<file path="config.mk">
export PLATFORM = sky130hd
export DESIGN_NAME = uart_char_rx
export DESIGN_NICKNAME = d
export VERILOG_FILES = /design/src/rtl/uart_pkg.sv /design/src/rtl/uart_baud_tick.sv /design/src/rtl/uart_char_rx.sv
export SDC_FILE = /design/constraint.sdc
export NUM_CORES = 1
export LEC_CHECK = 0
export ABC_AREA = 0
export BUFFER_PORTS_ARGS = -buffer_cell sky130_fd_sc_hd__buf_2
export CAP_MARGIN = 20
export CORE_UTILIZATION = 38
export DETAILED_ROUTE_END_ITERATION = 8
export GPL_TIMING_DRIVEN = 0
export HOLD_SLACK_MARGIN = 0.02
export MAX_ROUTING_LAYER = met4
export SLEW_MARGIN = 10
export SYNTH_ARGS = -nofsm -noshare
export SYNTH_HDL_FRONTEND = slang
export SYNTH_SLANG_ARGS = --single-unit
</file>
<file path="constraint.sdc">
create_clock -name clk -period 2.5 [get_ports clk]
set_input_delay 0.375 -clock clk [delete_from_list [all_inputs] [get_ports clk]]
set_output_delay 0.375 -clock clk [all_outputs]
set_load 0.1 [all_outputs]
</file>
<file path="src/rtl/uart_pkg.sv">
// Shared types and constants for the UART receive path (and the matching transmitter).
package uart_pkg;

    typedef enum logic [2:0] {
        IDLE,
        START,
        DATA,
        PARITY,
        STOP,
        BREAK
    } rx_state_t;

    localparam int DATA_BITS = 8;
    localparam int CHAR_BITS = 7;

    // Clocks per oversample tick, truncated.
    function automatic int calc_div(input int clk_freq, input int baud, input int oversample);
        return clk_freq / (baud * oversample);
    endfunction

endpackage

</file>
<file path="src/rtl/uart_baud_tick.sv">
// Oversample tick generator: one-cycle tick every DIV clocks, phase reset by clr.
module uart_baud_tick #(
    parameter int DIV = 27
) (
    input  logic clk,
    input  logic rst_n,
    input  logic clr,
    output logic tick
);
    localparam int CW = (DIV > 1) ? $clog2(DIV) : 1;
    localparam logic [CW-1:0] LAST = CW'(DIV - 1);

    logic [CW-1:0] cnt;

    assign tick = (cnt == LAST);

    always_ff @(posedge clk or negedge rst_n) begin
        if (!rst_n)
            cnt <= '0;
        else if (clr || tick)
            cnt <= '0;
        else
            cnt <= cnt + 1'b1;
    end

endmodule

</file>
<file path="src/rtl/uart_char_rx.sv">
// 8N1 serial receiver feeding the 7-bit character display; optional even parity
// bit and parity_err output when UART_RX_PARITY_EN is defined.
module uart_char_rx
    import uart_pkg::*;
#(
    parameter int CLK_FREQ   = 50000000,
    parameter int BAUD       = 115200,
    parameter int OVERSAMPLE = 16
) (
    input  logic                 clk,
    input  logic                 rst_n,
    input  logic                 rx,
    output logic [CHAR_BITS-1:0] char,
    output logic                 char_valid,
    output logic                 frame_err,
`ifdef UART_RX_PARITY_EN
    output logic                 parity_err,
`endif
    output logic                 busy
);
    localparam int DIV = calc_div(CLK_FREQ, BAUD, OVERSAMPLE);
    localparam int SW  = $clog2(OVERSAMPLE);
    localparam int BW  = $clog2(DATA_BITS);
    localparam logic [SW-1:0] HALF_LAST = SW'(OVERSAMPLE / 2 - 1);
    localparam logic [SW-1:0] FULL_LAST = SW'(OVERSAMPLE - 1);
    localparam logic [BW-1:0] BIT_LAST  = BW'(DATA_BITS - 1);

    rx_state_t            state, state_nxt;
    logic                 sync1, rx_s;
    logic                 tick;
    logic [SW-1:0]        scnt;
    logic [BW-1:0]        bcnt;
    logic [DATA_BITS-1:0] shreg;
    logic                 half_pt, full_pt;
    logic                 good, ferr;
`ifdef UART_RX_PARITY_EN
    logic                 par_bad, perr;
`endif

    // Tick phase restarts at the start edge so every sample lands mid-bit.
    uart_baud_tick #(.DIV(DIV)) u_tick (
        .clk   (clk),
        .rst_n (rst_n),
        .clr   (state == IDLE),
        .tick  (tick)
    );

    assign half_pt = tick && (scnt == HALF_LAST);
    assign full_pt = tick && (scnt == FULL_LAST);
    assign busy    = (state != IDLE);

    always_comb begin
        state_nxt = state;
        good      = 1'b0;
        ferr      = 1'b0;
`ifdef UART_RX_PARITY_EN
        perr      = 1'b0;
`endif
        case (state)
            IDLE:  if (!rx_s) state_nxt = START;
            START: if (half_pt) state_nxt = rx_s ? IDLE : DATA;
            DATA:  if (full_pt && bcnt == BIT_LAST)
`ifdef UART_RX_PARITY_EN
                       state_nxt = PARITY;
            PARITY: if (full_pt) state_nxt = STOP;
`else
                       state_nxt = STOP;
`endif
            STOP: if (full_pt) begin
                if (rx_s) begin
                    state_nxt = IDLE;
`ifdef UART_RX_PARITY_EN
                    good = !par_bad;
                    perr = par_bad;
`else
                    good = 1'b1;
`endif
                end else begin
                    state_nxt = BREAK;
                    ferr      = 1'b1;
                end
            end
            BREAK: if (rx_s) state_nxt = IDLE;
            default: state_nxt = IDLE;
        endcase
    end

    always_ff @(posedge clk or negedge rst_n) begin
        if (!rst_n) begin
            sync1      <= 1'b1;
            rx_s       <= 1'b1;
            state      <= IDLE;
            scnt       <= '0;
            bcnt       <= '0;
            shreg      <= '0;
            char       <= '0;
            char_valid <= 1'b0;
            frame_err  <= 1'b0;
`ifdef UART_RX_PARITY_EN
            par_bad    <= 1'b0;
            parity_err <= 1'b0;
`endif
        end else begin
            sync1      <= rx;
            rx_s       <= sync1;
            state      <= state_nxt;
            char_valid <= good;
            frame_err  <= ferr;
`ifdef UART_RX_PARITY_EN
            parity_err <= perr;
`endif
            if (good)
                char <= shreg[CHAR_BITS-1:0];

            if (state == IDLE || (state == START && half_pt))
                scnt <= '0;
            else if (tick)
                scnt <= (scnt == FULL_LAST) ? '0 : scnt + 1'b1;

            if (state == IDLE)
                bcnt <= '0;
            else if (state == DATA && full_pt)
                bcnt <= bcnt + 1'b1;

            // LSB arrives first, so shift in from the top.
            if (state == DATA && full_pt)
                shreg <= {rx_s, shreg[DATA_BITS-1:1]};

`ifdef UART_RX_PARITY_EN
            if (state == IDLE)
                par_bad <= 1'b0;
            else if (state == PARITY && full_pt)
                par_bad <= rx_s ^ (^shreg);
`endif
        end
    end

endmodule

</file>
==> impl_metrics.ini <==
[final_layout]
area_delta_synth_final_pct = 14.6
diodes = 0
final_layout_size_suffix_gt1_frac = 0.304
fillCellCount = 370
layout.nets = 155
post-route-util = 0.455

[clock_network]
clock_sinks = 34
cts_tree = done
clk_path_buf_depth = 2
cts_root_buf = clkbuf_8
post_cts_resized = 0
post-cts-setup-buffer-count = 0
cts_inserted_buffers = 5
clk_pin_slew_ns = 0.07
postCtsHoldBufs = 0
cts.htree.levels = 2
clock_latency_ns = 0.29

[worst_setup_path]
worst_ep_required_time_ns = 2.12
crit_arrival_ns = 1.78
crit_path_start_kind = register
critPathCaptureType = output port
critPathMaxFanout = 9
critPathKind = reg -> out

[sta]
clock.fmax_ghz = 0.463
setup_tns_ns = 0
setup_viol = 0
tightest_slew_ns = 0.748
hold_viol = 0
finClkSkew_ns = 0.00803
period_share = 0.863
layout_min_cycle_time_ns = 2.16
max_slew_margin = 0.501
slew_viol_final = 0
whs_ns = 0.145
rsz0062_at_grt = false

[route]
wirelength_um = 2670
drt-pass1-iter-count = 4
postRouteAntennaNets = 0
detail_route.wl_per_cell_um = 13.5
vias = 1004
wl_met3_um = 102
first_iter_violations = 18
topRoutingLayerUsed = met4
drcViolationCount = 0
viasPerCell = 5.07
route.met2.wl_um = 1220
met1_length_um = 1290

[die]
core-area_mm2 = 0.00400
pin_count = 13
rows = 23
dieArea_mm2 = 0.00444
dieHeight_um = 66.6
die_x_um = 66.6
floorplan.initialDensity = 0.397

[placed_design]
post-dp-hpwl_um = 1860
place_congestion = 0.799
io_buffers = 12

[global_route]
grt_pass1_vias = 1003
antenna_found_initial = 0
grt.overflow.total = 0
grt_pass1_wl_um = 4600
grt_max_degree = 35
grt_util_all_layers = 0.146

[yosys]
yosys_warnings = 0
ys_ff_latch = 34
syn_area_mm2 = 0.00159
ys_types = 42
syn_nets = 136
synth_seq_area_share = 0.537
syn_avg_cell_area_um2 = 12.4
synthCells = 128

[pwr]
p_seq_frac = 0.520
leakage_uw = 0.000913
p_comb_frac = 0.015
p_sw_uw = 215
cellPowerDensity_mw_per_mm2 = 585
p_int_uw = 849
clock_power_share = 0.465
ir_worst_vdd_uv = 367
switching_share = 0.202

[job]
cap_violations = 0

[status]
status = finished, final reports clean

[hold_path]
min_path_type = in -> async
-- metal layers --
layer / track usage / vias to the layer above
met5: - / -
met4: 0.0824 / 0
met1: 0.187 / 487
met3: 0.0462 / 8
met2: 0.203 / 19
li1: - / 490
-- per-stage QoR --
stage	std cells	total power (uW)	cell area, um^2	setup WS, ns
floorplan	128	567	1590	0.782
global placement	190	580	1710	0.651
finish	198	1060	1820	0.342
global route	198	1100	1820	0.293
detailed placement	190	581	1710	0.620
CTS	198	1070	1820	0.352
-- worst paths after layout --
| kind | startpoint | end | slack (ns) | cells past startpoint |
|---|---|---|---|---|
| worst max-delay path | state[1]$_DFFE_PN0P_ | busy | 0.34 | 4 |
| worst min-delay path | rst_n | shreg[3]$_DFFE_PN0P_ | 0.15 | 1 |
| worst max register to register | u_tick.cnt[0]$_DFF_PN0_ | shreg[7]$_DFFE_PN0P_ | 0.63 | 6 |
| worst min register to register | sync1$_DFF_PN1_ | rx_s$_DFF_PN1_ | 0.36 | 0 |
| max in group asynchronous | rst_n | scnt[3]$_DFFE_PN0P_ | 1.87 | 1 |
| min in group clk | rx | sync1$_DFF_PN1_ | 0.19 | 1 |
-- state kept, by name, summed over array words and instances (netlist names) --
signal,flops
char,7
shreg,8
char_valid,1
frame_err,1
sync1,1
u_tick.cnt,5
rx_s,1
bcnt,3
state,3
scnt,4
-- worst max-delay path, stage by stage (launching register included) --
cell and delay, ns:
dfrtp_1 0.36, buf_4 0.16, nor3_1 0.48, inv_2 0.17, buf_2 0.33
-- kinds of logic (layout without fill, tap and decap cells) --
family                   after synthesis  count (layout)  synth area share
AO/OA/AOI/OAI                         17              17            0.0788
buffers and inverters                 13              33            0.0394
multiplexers                          19              19             0.148
flip-flops                            34              34             0.537
adder cells (fa/ha/maj)                5               5            0.0394
XOR/XNOR                               3               3            0.0166
AND/OR/NAND/NOR                       37              37             0.140
-- area by class of cell --
| class | instances | area [um^2] | share of cell area |
|---|---|---|---|
| timing repair buffer | 12 | 60.1 | 0.0330 |
| multi-input combinational | 81 | 672 | 0.369 |
| buffer | 5 | 32.5 | 0.0179 |
| sequential | 34 | 853 | 0.469 |
| clock buffer | 5 | 68.8 | 0.0378 |
| tap | 50 | 62.6 | 0.0344 |
| inverter | 8 | 30.0 | 0.0165 |
| clock inverter | 3 | 40.0 | 0.0220 |
-- layout by cell type (no fill, tap or decap), types with 2 or more instances in the layout --
master and n:
dfrtp_1 32, buf_2 14, nor2_1 10, nand2_1 8, inv_1 7, mux2_4 7, a21oi_1 6, nand3_1 5
mux2_2 5, ha_1 5, clkbuf_8 5, mux2i_1 4, mux2_1 3, nor3_1 2, xor2_1 2, o21ai_0 2
clkinv_2 2, dfstp_2 2
-- cells in the mapped netlist, drive strengths merged --
library cell	instances	area (um^2)
dfstp	2	52.6
and3	1	6.26
a21o	1	7.51
a32o	1	10.0
mux2	15	195
xnor2	1	8.76
nand4b	1	15.0
o211ai	1	7.51
clkbuf	1	3.75
or3b	1	11.3
dfrtp	32	801
and3b	1	8.76
o2111ai	1	8.76
inv	8	30.0
nand3	5	25.0
nor3b	2	20.0
o211a	1	10.0
a2111oi	1	15.0
buf	4	28.8
nand2	8	30.0
ha	5	62.6
or3	1	6.26
xor2	2	17.5
nand4	2	18.8
nand3b	1	7.51
nor2	10	37.5
o31ai	1	7.51
nor3	3	26.3
mux2i	4	40.0
and4b	1	10.0
o311ai	1	8.76
o311a	1	10.0
a21oi	6	30.0
o21ai	2	10.0
-- power groups by stage --
| stage | Sequential [uW] | Clock [uW] | Combinational [uW] |
|---|---|---|---|
| floorplan | 564 | 0 | 3.74 |
| detailed placement | 564 | 0 | 17.0 |
| finish | 553 | 494 | 16.1 |
| global route | 553 | 530 | 19.3 |
| CTS | 553 | 504 | 17.1 |
| global placement | 564 | 0 | 16.4 |
Power figures use the tool's default switching activity.
